### src/rtl/posit_pkg.sv
// Shared posit definitions: default geometry, special encodings and the
// decoded tuple exchanged between the decode and encode paths.
package posit_pkg;

  localparam int POSIT_BITS   = 32;
  localparam int POSIT_ES     = 2;
  localparam int POSIT_FRAC_W = 32;

  // Special encodings for any word width up to 64 bits (callers slice)
  function automatic logic [63:0] posit_maxpos(input int bits);
    return (64'd1 << (bits - 1)) - 64'd1;
  endfunction

  function automatic logic [63:0] posit_minpos(input int bits);
    return (bits > 0) ? 64'd1 : 64'd0;
  endfunction

  function automatic logic [63:0] posit_nar(input int bits);
    return 64'd1 << (bits - 1);
  endfunction

  function automatic logic [63:0] posit_zero(input int bits);
    return 64'd0 << bits;
  endfunction

  localparam logic [POSIT_BITS-1:0] POSIT_MAXPOS = POSIT_BITS'(posit_maxpos(POSIT_BITS));
  localparam logic [POSIT_BITS-1:0] POSIT_MINPOS = POSIT_BITS'(posit_minpos(POSIT_BITS));
  localparam logic [POSIT_BITS-1:0] POSIT_NAR    = POSIT_BITS'(posit_nar(POSIT_BITS));
  localparam logic [POSIT_BITS-1:0] POSIT_ZERO   = POSIT_BITS'(posit_zero(POSIT_BITS));

  typedef struct packed {
    logic                    sign;
    logic [POSIT_BITS-1:0]   seed;
    logic [POSIT_ES-1:0]     exp;
    logic [POSIT_FRAC_W-1:0] frac;
    logic                    sticky;
    logic                    zero;
    logic                    nar;
  } posit_tuple_t;

endpackage

### src/rtl/posit_encoder_right_shifter.sv
// Logical right shifter that also reports whether any set bit fell off the
// bottom, so the caller can fold it into a rounding sticky.
module right_shifter #(
  parameter int W  = 64,
  parameter int SW = 6
) (
  input  logic [W-1:0]  data,
  input  logic [SW-1:0] shamt,
  output logic [W-1:0]  shifted,
  output logic          sticky
);

  logic [W-1:0] lost_mask;

  genvar gi;
  generate
    for (gi = 0; gi < W; gi++) begin : g_mask
      assign lost_mask[gi] = (32'(shamt) > gi);
    end
  endgenerate

  assign shifted = data >> shamt;
  assign sticky  = |(data & lost_mask);

endmodule

### src/rtl/posit_encoder.sv
// Three-stage posit encoder: regime build, pack/round, sign/specials.
// Elastic ready/valid pipeline, one word per cycle when unstalled.
module posit_encoder
  import posit_pkg::*;
#(
  parameter int BITS   = POSIT_BITS,
  parameter int ES     = POSIT_ES,
  parameter int FRAC_W = POSIT_FRAC_W
) (
  input  logic              clk,
  input  logic              rst_n,
  input  logic              in_valid,
  output logic              in_ready,
  input  logic              in_sign,
  input  logic [BITS-1:0]   in_seed,
  input  logic [ES-1:0]     in_exp,
  input  logic [FRAC_W-1:0] in_frac,
  input  logic              in_sticky,
  input  logic              in_zero,
  input  logic              in_nar,
  output logic              out_valid,
  input  logic              out_ready,
  output logic [BITS-1:0]   out_posit
);

  localparam int SW   = $clog2(BITS);
  localparam int TAIL = ES + FRAC_W;
  localparam int VW   = BITS - 1 + TAIL;

  localparam logic [BITS-1:0] MAXPOS = BITS'(posit_maxpos(BITS));
  localparam logic [BITS-1:0] MINPOS = BITS'(posit_minpos(BITS));
  localparam logic [BITS-1:0] NAR    = BITS'(posit_nar(BITS));
  localparam logic [BITS-1:0] ZERO   = BITS'(posit_zero(BITS));

  localparam logic signed [BITS-1:0] K_MAX = BITS'(BITS - 2);
  localparam logic signed [BITS-1:0] K_MIN = BITS'(-(BITS - 1));
  localparam logic [BITS-2:0] REGIME_ONES = '1;
  localparam logic [BITS-2:0] REGIME_TOP  = {1'b1, {(BITS-2){1'b0}}};

  logic s1_valid_reg, s2_valid_reg, s3_valid_reg;
  logic s1_en, s2_en, s3_en;

  assign s3_en    = !s3_valid_reg || out_ready;
  assign s2_en    = !s2_valid_reg || s3_en;
  assign s1_en    = !s1_valid_reg || s2_en;
  assign in_ready = s1_en;

  // S1: regime length and left-aligned run pattern
  logic          k_neg;
  logic [SW-1:0] rl_next, run_shift;
  logic [BITS-2:0] pattern_next;

  assign k_neg        = in_seed[BITS-1];
  assign rl_next      = k_neg ? (SW'(1) - in_seed[SW-1:0]) : (in_seed[SW-1:0] + SW'(2));
  assign run_shift    = rl_next - SW'(1);
  assign pattern_next = k_neg ? (REGIME_TOP >> run_shift) : ~(REGIME_ONES >> run_shift);

  logic              s1_sign_reg, s1_sticky_reg, s1_zero_reg, s1_nar_reg;
  logic              s1_sat_max_reg, s1_sat_min_reg;
  logic [ES-1:0]     s1_exp_reg;
  logic [FRAC_W-1:0] s1_frac_reg;
  logic [SW-1:0]     s1_rl_reg;
  logic [BITS-2:0]   s1_pattern_reg;

  always_ff @(posedge clk or negedge rst_n) begin
    if (!rst_n) begin
      s1_valid_reg   <= 1'b0;
      s1_sign_reg    <= 1'b0;
      s1_sticky_reg  <= 1'b0;
      s1_zero_reg    <= 1'b0;
      s1_nar_reg     <= 1'b0;
      s1_sat_max_reg <= 1'b0;
      s1_sat_min_reg <= 1'b0;
      s1_exp_reg     <= '0;
      s1_frac_reg    <= '0;
      s1_rl_reg      <= '0;
      s1_pattern_reg <= '0;
    end else if (s1_en) begin
      s1_valid_reg   <= in_valid;
      s1_sign_reg    <= in_sign;
      s1_sticky_reg  <= in_sticky;
      s1_zero_reg    <= in_zero;
      s1_nar_reg     <= in_nar;
      s1_sat_max_reg <= ($signed(in_seed) >= K_MAX);
      s1_sat_min_reg <= ($signed(in_seed) <= K_MIN);
      s1_exp_reg     <= in_exp;
      s1_frac_reg    <= in_frac;
      s1_rl_reg      <= rl_next;
      s1_pattern_reg <= pattern_next;
    end
  end

  // S2: slide exp/frac under the regime, then round to nearest even
  logic [VW-1:0]   shift_in, shifted;
  logic            shift_sticky, guard_bit, rest_sticky, round_up;
  logic [BITS-2:0] kept;
  logic [BITS-1:0] rounded, pos_next;

  assign shift_in = {s1_exp_reg, s1_frac_reg, {(BITS-1){1'b0}}};

  right_shifter #(.W(VW), .SW(SW)) u_right_shifter (
    .data    (shift_in),
    .shamt   (s1_rl_reg),
    .shifted (shifted),
    .sticky  (shift_sticky)
  );

  assign kept        = shifted[VW-1 -: BITS-1] | s1_pattern_reg;
  assign guard_bit   = shifted[TAIL-1];
  assign rest_sticky = (|shifted[TAIL-2:0]) | shift_sticky | s1_sticky_reg;
  assign round_up    = guard_bit & (kept[0] | rest_sticky);
  assign rounded     = {1'b0, kept} + BITS'(round_up);

  always_comb begin
    pos_next = rounded;
    if (rounded[BITS-1])     pos_next = MAXPOS;
    else if (rounded == '0)  pos_next = MINPOS;
    if (s1_sat_max_reg)      pos_next = MAXPOS;
    else if (s1_sat_min_reg) pos_next = MINPOS;
  end

  logic            s2_sign_reg, s2_zero_reg, s2_nar_reg;
  logic [BITS-1:0] s2_pos_reg;

  always_ff @(posedge clk or negedge rst_n) begin
    if (!rst_n) begin
      s2_valid_reg <= 1'b0;
      s2_sign_reg  <= 1'b0;
      s2_zero_reg  <= 1'b0;
      s2_nar_reg   <= 1'b0;
      s2_pos_reg   <= '0;
    end else if (s2_en) begin
      s2_valid_reg <= s1_valid_reg;
      s2_sign_reg  <= s1_sign_reg;
      s2_zero_reg  <= s1_zero_reg;
      s2_nar_reg   <= s1_nar_reg;
      s2_pos_reg   <= pos_next;
    end
  end

  // S3: negate and apply the special encodings, NaR winning over zero
  logic [BITS-1:0] out_next;
  logic [BITS-1:0] out_posit_reg;

  always_comb begin
    out_next = s2_sign_reg ? (-s2_pos_reg) : s2_pos_reg;
    if (s2_nar_reg)       out_next = NAR;
    else if (s2_zero_reg) out_next = ZERO;
  end

  always_ff @(posedge clk or negedge rst_n) begin
    if (!rst_n) begin
      s3_valid_reg  <= 1'b0;
      out_posit_reg <= '0;
    end else if (s3_en) begin
      s3_valid_reg  <= s2_valid_reg;
      out_posit_reg <= out_next;
    end
  end

  assign out_valid = s3_valid_reg;
  assign out_posit = out_posit_reg;

endmodule

### config.mk
export PLATFORM = sky130hd
export DESIGN_NAME = posit_encoder
export DESIGN_NICKNAME = d
export VERILOG_FILES = /design/src/rtl/posit_pkg.sv /design/src/rtl/posit_encoder_right_shifter.sv /design/src/rtl/posit_encoder.sv
export SDC_FILE = /design/constraint.sdc
export NUM_CORES = 1
export LEC_CHECK = 0
export CAP_MARGIN = 40
export CORE_MARGIN = 5
export CORE_UTILIZATION = 50
export DETAILED_ROUTE_END_ITERATION = 10
export PLACE_DENSITY = 0.72
export SYNTH_ARGS = -nofsm -noshare
export SYNTH_HDL_FRONTEND = slang
export SYNTH_SLANG_ARGS = --single-unit
### constraint.sdc
create_clock -name clk -period 7.2 [get_ports clk]
set_clock_uncertainty 0.05 [all_clocks]
set_input_delay 0.72 -clock clk [delete_from_list [all_inputs] [get_ports clk]]
set_output_delay 0.72 -clock clk [all_outputs]
set_load 0.02 [all_outputs]
# Word-level counts from Yosys, hierarchy flattened

Cells that the tools add are included.

Mux-type cells: 9
$add $sub $neg: 5
Bitwise gates (word level): 7
Reduce and logical (&&, ||, !) cells: 9
Shift operators: 3
$lt $le $gt $ge: 33

Operators by type and width:

| cell                  | number |
|---|---|
| $mux 32               | 5 |
| $mux 31               | 3 |
| $gt 5x5->1 const B    | 15 |
| $and 65x31->65        | 1 |
| $reduce_or 65->1      | 1 |
| $shr 65x5->65         | 1 |
| $shr 31x5->31 const A | 2 |
| $gt 5x4->1 const B    | 8 |
| $reduce_or 33->1      | 1 |
| $add 31x1->32         | 1 |
| $ge 32x6->1 const B   | 1 |
| $le 32x6->1 const B   | 1 |
| $logic_not 32->1      | 1 |
| $neg 32->32           | 1 |
| $not 31->31           | 1 |
| $or 31x31->31         | 1 |
| $gt 5x3->1 const B    | 4 |
| $gt 5x1->1 const B    | 2 |
| $gt 5x2->1 const B    | 2 |
| $add 5x2->5 const B   | 1 |
| $mux 5                | 1 |
| $sub 1x5->5 const A   | 1 |
| $sub 5x1->5 const B   | 1 |
| $logic_not 1->1       | 3 |
| other kinds (3)       | 7 |

Bits in registers: 146
Output and inout port bits: 34
Word-level logic and storage cells: 84

# Longest topological paths before layout

Gate-level depths: netlist (run 1).

Depth after elaboration: 13
Mapped depth: 18
Mapped depth without buffers: 13

# By module

A second synthesis (run 1) with hierarchy kept.

Cells, all modules: 1,447
Area, all modules: 12,099.1 sq um

By module, submodules not included:

| module        | seq. area each (sq um) | instances | area each (sq um) | cells an instance |
|---|---|---|---|---|
| posit_encoder | 3,628.5                | 1         | 8,079.0           | 954 |
| right_shifter | 0.0                    | 1         | 4,020.1           | 493 |

# Worst setup path after synthesis (run 1)

Ideal clock, no wire load.

Path kind: reg2reg
From: reg s1_rl_reg[0]
To: reg s2_pos_reg[0]
Stages on the path, launching flop included: 18
Library setup time: 0.095 ns
Slack: 3.010 ns
Arrival time: 4.045 ns
Data required time: 7.055 ns
Period minus slack after synthesis: 4.190 ns
Path through: dfrtp_1 -> buf_6 -> buf_12 -> buf_8 -> buf_6 -> mux2i_1 -> mux4_2 -> nor4_1 -> a31o_2 -> a211o_1 -> ha_1 -> nor3b_2 -> nand3_2 -> or4_1 -> xnor2_1 -> nand4_1 -> a2111o_1 -> o31ai_1

Word-level cells in the longest chain between the ends: 13
Elaborated cells between the ends (all ways): 46

RTL lines:

| what                               | line                              | text |
|---|---|---|
| from (decl)                        | posit_encoder.sv:62               | `logic [SW-1:0] s1_rl_reg;` |
| from (signal assigned)             | posit_encoder.sv:88               | `s1_rl_reg <= rl_next;` |
| $gt 5x1->1 (tied with other cells) | posit_encoder_right_shifter.sv:18 | `assign lost_mask[gi] = (32'(shamt) > gi);` |
| $and 65x31->65                     | posit_encoder_right_shifter.sv:23 | `assign sticky = \|(data & lost_mask);` |
| $reduce_or 65->1                   | posit_encoder_right_shifter.sv:23 |  |
| $or 1x1->1 (2 in a row)            | posit_encoder.sv:110              | `assign rest_sticky = (\|shifted[TAIL-2:0]) \| shift_sticky \| s1_sticky_reg;` |
| $or 1x1->1                         | posit_encoder.sv:111              | `assign round_up = guard_bit & (kept[0] \| rest_sticky);` |
| $and 1x1->1                        | posit_encoder.sv:111              |  |
| $add 31x1->32 (*)                  | posit_encoder.sv:112              | `assign rounded = {1'b0, kept} + BITS'(round_up);` |
| $logic_not 32->1                   | posit_encoder.sv:117              | `else if (rounded == '0) pos_next = MINPOS;` |
| $mux 31                            | posit_encoder.sv:117              |  |
| $mux 31 (*)                        | posit_encoder.sv:116              | `if (rounded[BITS-1]) pos_next = MAXPOS;` |
| $mux 32 (*)                        | posit_encoder.sv:119              | `else if (s1_sat_min_reg) pos_next = MINPOS;` |
| $mux 32 (*)                        | posit_encoder.sv:118              | `if (s1_sat_max_reg) pos_next = MAXPOS;` |
| to (signal assigned)               | posit_encoder.sv:137              | `s2_pos_reg <= pos_next;` |
| to (decl)                          | posit_encoder.sv:123              | `logic [BITS-1:0] s2_pos_reg;` |

Mark *: on every way between the ends. The rest lies on a longest branch, timed or not.
A chain may end at the register's enable or synchronous reset.

# Final worst setup path (run 1)

Same ends and word-level chain as after synthesis.

==> results.md, run 1 <==
- Bufs on Longest Clock Path: 2
- Layout area overhead: 17.49%
- CP Cell Sequence: buf_12, buf_4, mux2_2, nor2_1, nor3_1, mux4_2, a211o_1, ha_1, nor3b_2, nand3_2, or4_1, xnor2_1, nand4_1, a2111o_1, o31ai_1
- Routability congestion estimate: between 1 and 1.5
- Wirelength per Cell: 19.29 µm
- Clk sink count: approximately 150
- Maxcap violations: 0
- First-pass GRT wire length: 49420 µm
- Top FF cell, synth: dfrtp_1
- PostCTS Resize Cnt: 0
- Gr ovfl total: 0
- Vias post-DR: 9644
- DRT Wirelength: approximately 30000 µm
- Final setup viols: 0
- Initial antenna violation count: 0
- Die H: 154.2 µm
- Largest net degree at the start of global routing: between 80 and 90
- Worst-path fanout max: 34
- Hpwl dp: between 20000 and 25000 µm
- # diodes: 0
- Die W: 154.2 µm
- I/O Pins: roughly 110
- Post-Synth XOR/XNOR Area: 0.06069
- Synth unique cells: 83
- Die Area: 0.02376 mm²
- Worst EP required: 7.47 ns
- CP endpoint kind: flop
- Pre-antenna DRT Iters: 5
- Slack of the critical path: ~2.1 ns
- Post-synth ARST share: 1.000
- Final Core Density: 0.5994
- Fin cells: between 1500 and 2000
- Initial Util: 0.5102
- Register Area: 0.003630 mm²
- Crit path to: s2_pos_reg[0]
- Worst-skew pair later-pin latency: 0.43 ns
- Pleak: between 4 and 5 nW
- Simple-gate share of the synthesized area: 0.2138
- Drt via density: 6.166
- I/O Buffers: 107
- Core Area: just over 0.02 mm²
- Vias in the first global route: slightly above 9000
- Mux cell area share after synthesis: 0.1113
- Area of the multi-input gates: 0.006272 mm²
- RSZ-0062 raised after global routing: no
- Critical path's largest stage delay: around 0.54 ns
- CTS tree: yes
- Final worst-path cycle share: 0.7097
- Row cnt: 52
- Synth Area per Inst: 8.537 µm²
- Critical Path Source Type: flop
- Net count of the mapped netlist: 1298
- Post-CTS Setup Bufs: 0
- Reg clk slew, reported paths: roughly 0.06 ns
- Reg2reg start: s1_rl_reg[0]
- Register area share after synthesis: 0.3492
- Yosys reg bits: roughly 150
- Hold_buf cts: 0
- Kind of critical path: reg -> reg
- PwrDens: 280.5 mW/mm²
- Reg2reg setup slack: 2.09 ns
- Final hold vios: 0
- GRT Overall Usage: 0.2542
- Max Transition Viols Final: 0
- Post-Synth Adder-Cell Area: 0.008430
- Worst Tran Pin Value: 0.9458 ns
- Mapped cell area: 0.01039 mm²
- Antenna-violating nets left: 0
- Post-synthesis compound-gate area fraction: 0.2092
- Max Fclk: 0.1957 GHz
- Largest family of logic cells by synthesized area: simple AND/OR/NAND/NOR gates
- R2R depth: 15
- Status: completed
- CTS Buf Count: 17
- Arrival time at the worst endpoint: 5.38 ns
- Critical Path Start: s1_rl_reg[0]
- H-Tree Depth: 4
- Crit-path slowest cell: dfrtp_2
- Slew HR: 0.3532
- Fillcell total: ~1800
- Dpl cells: 1531
- Worst slack at placement: between 2 and 2.5 ns
- Residual DRC: 0
- Post-Synthesis Cells: between 1000 and 1500
- Fin nets: 1362
- HP Class: in -> async
- Worst ir drop on vdd: roughly 0.00018 V
- FF-to-FF End: s2_pos_reg[0]
- TNS Setup: 0 ns
- Synth Warn #: 0
- Post-synth EDFFs: 0
- Min Hold Slack: 0.2701 ns
- Share of layout cells above drive strength 1: 0.09815
- Most common cell after layout, fill and taps aside: nand2_1
- CTS root buf: clkbuf_16
- Number of DRC markers in iteration 0: ~840
- Tmin final: 5.110 ns
- Most frequent cells in the layout: nand2_1 (222), dfrtp_1 (144), clkdlybuf4s50_1 (106)
## worst max-delay path: cells and delay by family, from the launching register on
family | cells | cell delay [ns]
flip-flops | 1 | 0.54
multiplexers | 2 | 0.65
adder cells (fa/ha/maj) | 1 | 0.25
AO/OA/AOI/OAI | 3 | 0.85
AND/OR/NAND/NOR | 6 | 1.85
buffers and inverters | 2 | 0.61
XOR/XNOR | 1 | 0.21
## through the flow
stage	area (µm²)	power (mW)
floorplan	10390	2.047
global placement	11480	2.473
detailed placement	11580	2.498
CTS	12180	3.417
global route	12210	3.620
finish	12210	3.424
## cells by family (layout without fill, tap and decap cells)
logic type	count (synthesis)	count (layout)
buf+inv	103	180
fa+ha+maj	7	7
compound gates	335	335
simple gates	472	472
mux	83	83
flops	145	145
xor+xnor	72	72
## worst min-delay path by stage
stage / cells past startpoint / slack (ns) / end / from
after global placement: 2 / 0.40 / s1_sign_reg / s1_sign_reg
after floorplan: 0 / 0.37 / out_posit[0] / rst_n
after CTS: 1 / 0.29 / out_posit[5] / rst_n
final: 1 / 0.27 / out_posit[5] / rst_n
after detailed placement: 1 / 0.41 / s2_valid_reg / s1_valid_reg
after global routing: 1 / 0.33 / out_posit[5] / rst_n
## layer usage
metal  GRT usage  part of all wire  up-vias
met4     0.07990             0.024        0
met3     0.04553             0.076       62
li1            -                 -     4592
met2      0.3898              0.45      428
met1      0.3668              0.45     4562
met5           0                 0        -
## cell usage after synthesis (4+ instances only)
master	count	area (µm²)
nand4_1	16	100.1
nand3_1	22	110.1
o21a_1	5	37.54
inv_1	17	63.81
or2_2	9	56.30
nor2_1	74	277.8
and2_1	10	62.56
mux4_2	23	518.0
a21o_1	5	37.54
nor2b_1	12	75.07
or4_1	6	45.04
mux2i_1	30	300.3
buf_2	8	40.04
a221oi_1	4	35.03
nand2b_1	10	62.56
mux2_2	24	270.3
o41ai_1	6	52.55
a21oi_1	83	415.4
buf_1	4	15.01
ha_1	7	87.58
o22ai_1	18	112.6
nor3_1	30	150.1
o211ai_1	5	37.54
nand2_1	222	833.3
buf_6	5	56.30
xor2_1	49	429.2
mux2_1	6	67.56
o21ai_0	88	440.4
a211oi_1	11	82.58
or3_1	17	106.4
o31ai_1	15	112.6
a22oi_1	8	60.06
xnor2_1	23	201.4
o22a_1	32	280.3
clkbuf_1	61	229.0
dfrtp_1	145	3628
nor4_1	18	112.6
a31oi_1	12	75.07
a2111oi_0	4	35.03
## area by class of cell
| cell class | instances | area share |
|---|---|---|
| multi-input cells | 969 | 0.5138 |
| flip-flops and latches | 145 | 0.2974 |
| repair buffers | 128 | 0.1060 |
| clock buffers | 17 | 0.03485 |
| well taps | 270 | 0.02768 |
| clock inverters | 15 | 0.01415 |
| inverters | 20 | 0.006150 |
## where the power goes
group	total, mW	internal, mW	switching, mW
Clock	0.909	0.522	0.387
Combinational	1.40	0.580	0.817
Sequential	1.12	0.960	0.157
Note: power is estimated with default switching activity, not from simulation.
==> run 2, diff against run 1 <==
- PLACE_DENSITY: 0.72 -> 0.74
- clock period: 7.2 -> 4.7 ns (I/O delays scaled with it)
==> run 2 against run 1 <==
Net effect:
- sequential cell count unchanged
- sequential share of layout area decreased by 0.43 points
- routed wire length increased by 1.3%
- clock power increased by 50%
- hold slack got worse by 0.22 ns
- die area unchanged
- total power increased by 54%
- core utilization increased by 0.88 points
- combinational power increased by 57%
- critical endpoint unchanged
- highest routed layer unchanged
==> results.md, run 2 (synthesized netlist as in run 1, its figures left out) <==
- GRT Overall Usage: 0.2539 (was 0.2542)
- Max Transition Viols Final: 0 (unchanged)
- Wirelength per Cell: 19.23 µm (was 19.29 µm)
- Tmin final: 4.454 ns (was 5.110 ns)
- CP endpoint kind: flop (unchanged)
- Worst Tran Pin Value: 0.9461 ns (was 0.9458 ns)
- Final worst-path cycle share: 0.9477 (was 0.7097)
- Critical Path Source Type: flop (unchanged)
- Pleak: 4.987 nW (was 4.881 nW)
- Slew HR: 0.3693 (was 0.3532)
- Share of layout cells above drive strength 1: 0.1160 (was 0.09815)
- Final hold vios: 0 (unchanged)
- R2R depth: 15 (unchanged)
- CTS tree: yes (unchanged)
- Row cnt: 52 (unchanged)
- Initial Util: 0.5102 (unchanged)
- Reg2reg start: s1_rl_reg[0] (unchanged)
- CTS Buf Count: 17 (unchanged)
- Initial antenna violation count: 0 (unchanged)
- Post-route cell area: 0.01239 mm² (was 0.01221 mm²)
- FF-to-FF End: s2_pos_reg[0] (unchanged)
- Fin nets: 1387 (was 1362)
- Routability congestion estimate: 0.9865 (was 1.021)
- Worst EP required: 4.99 ns (was 7.47 ns)
- CTS root buf: clkbuf_16 (unchanged)
- Core Area: 0.02036 mm² (unchanged)
- Critical Path Start: s1_rl_reg[0] (unchanged)
- Overall power: 5.276 mW (was 3.424 mW)
- Fillcell total: 1814 (was 1835)
- Largest net degree at the start of global routing: 84 (was 83)
- Pre-antenna DRT Iters: 5 (unchanged)
- HP Class: in -> async (unchanged)
- Worst-path fanout max: 32 (was 34)
- Register Area: 0.003630 mm² (unchanged)
- Kind of critical path: reg -> reg (unchanged)
- PostCTS Resize Cnt: 0 (unchanged)
- Area of the multi-input gates: 0.006272 mm² (unchanged)
- Die W: 154.2 µm (unchanged)
- Antenna-violating nets left: 0 (unchanged)
- TNS Setup: 0 ns (unchanged)
- Reg clk slew, reported paths: 0.07 ns (was 0.06 ns)
- Die H: 154.2 µm (unchanged)
- PwrDens: 426.0 mW/mm² (was 280.5 mW/mm²)
- DRT Wirelength: 30570 µm (was 30170 µm)
- Final setup viols: 0 (unchanged)
- Maxcap violations: 0 (unchanged)
- First-pass GRT wire length: 49300 µm (was 49420 µm)
- Hpwl dp: 23690 µm (was 22760 µm)
- Residual DRC: 0 (unchanged)
- Drt via density: 6.130 (was 6.166)
- H-Tree Depth: 4 (unchanged)
- Vias in the first global route: 9105 (was 9151)
- Hold_buf cts: 0 (unchanged)
- Post-CTS Setup Bufs: 0 (unchanged)
- Placed Area: 0.01180 mm² (was 0.01158 mm²)
- Max Fclk: 0.2245 GHz (was 0.1957 GHz)
- Gr ovfl total: 0 (unchanged)
- Number of DRC markers in iteration 0: 697 (was 836)
- Worst-skew pair later-pin latency: 0.43 ns (about the same)
- Die Area: 0.02376 mm² (unchanged)
- Clk sink count: 145 (unchanged)
- Layout area overhead: 19.21% (was 17.49%)
- RSZ-0062 raised after global routing: no (unchanged)
- Reg2reg setup slack: 0.25 ns (was 2.09 ns)
- Arrival time at the worst endpoint: 4.74 ns (was 5.38 ns)
- Most frequent cells in the layout: nand2_1 (222), dfrtp_1 (144), clkdlybuf4s50_1 (106) (unchanged)
- Worst ir drop on vdd: 0.0002701 V (was 0.0001831 V)
- Status: completed (unchanged)
- Vias post-DR: 9746 (was 9644)
- Most common cell after layout, fill and taps aside: nand2_1 (unchanged)
- I/O Pins: 108 (unchanged)
- Bufs on Longest Clock Path: 2 (unchanged)
- I/O Buffers: 107 (unchanged)
run 2: report_power, final:
part | total (mW) | leakage, nW | internal (mW) | switching [mW]
clock network | 1.36 | 0.277 | 0.753 | 0.606
logic | 2.20 | 2.96 | 0.936 | 1.26
registers | 1.72 | 1.75 | 1.47 | 0.249
run 2: area by class of cell:
type                            instances  share of cell area
Multi-Input combinational cell        969              0.5064
Sequential cell                       145              0.2931
Timing Repair Buffer                  153              0.1197
Clock buffer                           17             0.03435
Tap cell                              270             0.02728
Clock inverter                         15             0.01293
Inverter                               20            0.006061
Antenna cell                            1           0.0002020
run 2: metal layers:
metal	GRT usage	up-vias	routed length (µm)
met5	0	-	0
met4	0.08495	0	907
met3	0.04525	68	1960
met2	0.3906	370	13840
met1	0.3635	4670	13860
li1	-	4638	-
run 2: through the flow:
stage,cells,hold WS [ns],setup WS [ns],utilization
2_1_floorplan,1217,0.1244,0.5101,-
3_3_place_gp,1555,0.3970,0.2937,0.5772
3_5_place_dp,1557,0.4045,0.3056,0.5793
4_1_cts,1589,0.07084,0.2657,0.6081
5_1_grt,1589,0.1122,0.01918,0.6081
6_report,1590,0.05464,0.2457,0.6082
run 2: worst max path at each step:
stage / end / slack, ns
5_1_grt: s2_pos_reg[0] / 0.02
3_3_place_gp: s2_pos_reg[0] / 0.29
3_5_place_dp: s2_pos_reg[0] / 0.31
2_1_floorplan: s2_pos_reg[0] / 0.51
6_report: s2_pos_reg[0] / 0.25
4_1_cts: s2_pos_reg[0] / 0.27
run 2: worst max-delay path, stage by stage (launching register included):
cell	delay, ns
dfrtp_2	0.48
buf_12	0.25
mux2_2	0.40
o22ai_1	0.31
nor2_1	0.17
mux4_2	0.54
a211o_1	0.41
ha_1	0.26
nor3b_2	0.18
buf_4	0.20
and3_1	0.19
nand2_1	0.08
xor2_1	0.23
and4b_1	0.25
nand4_1	0.12
o31ai_1	0.25
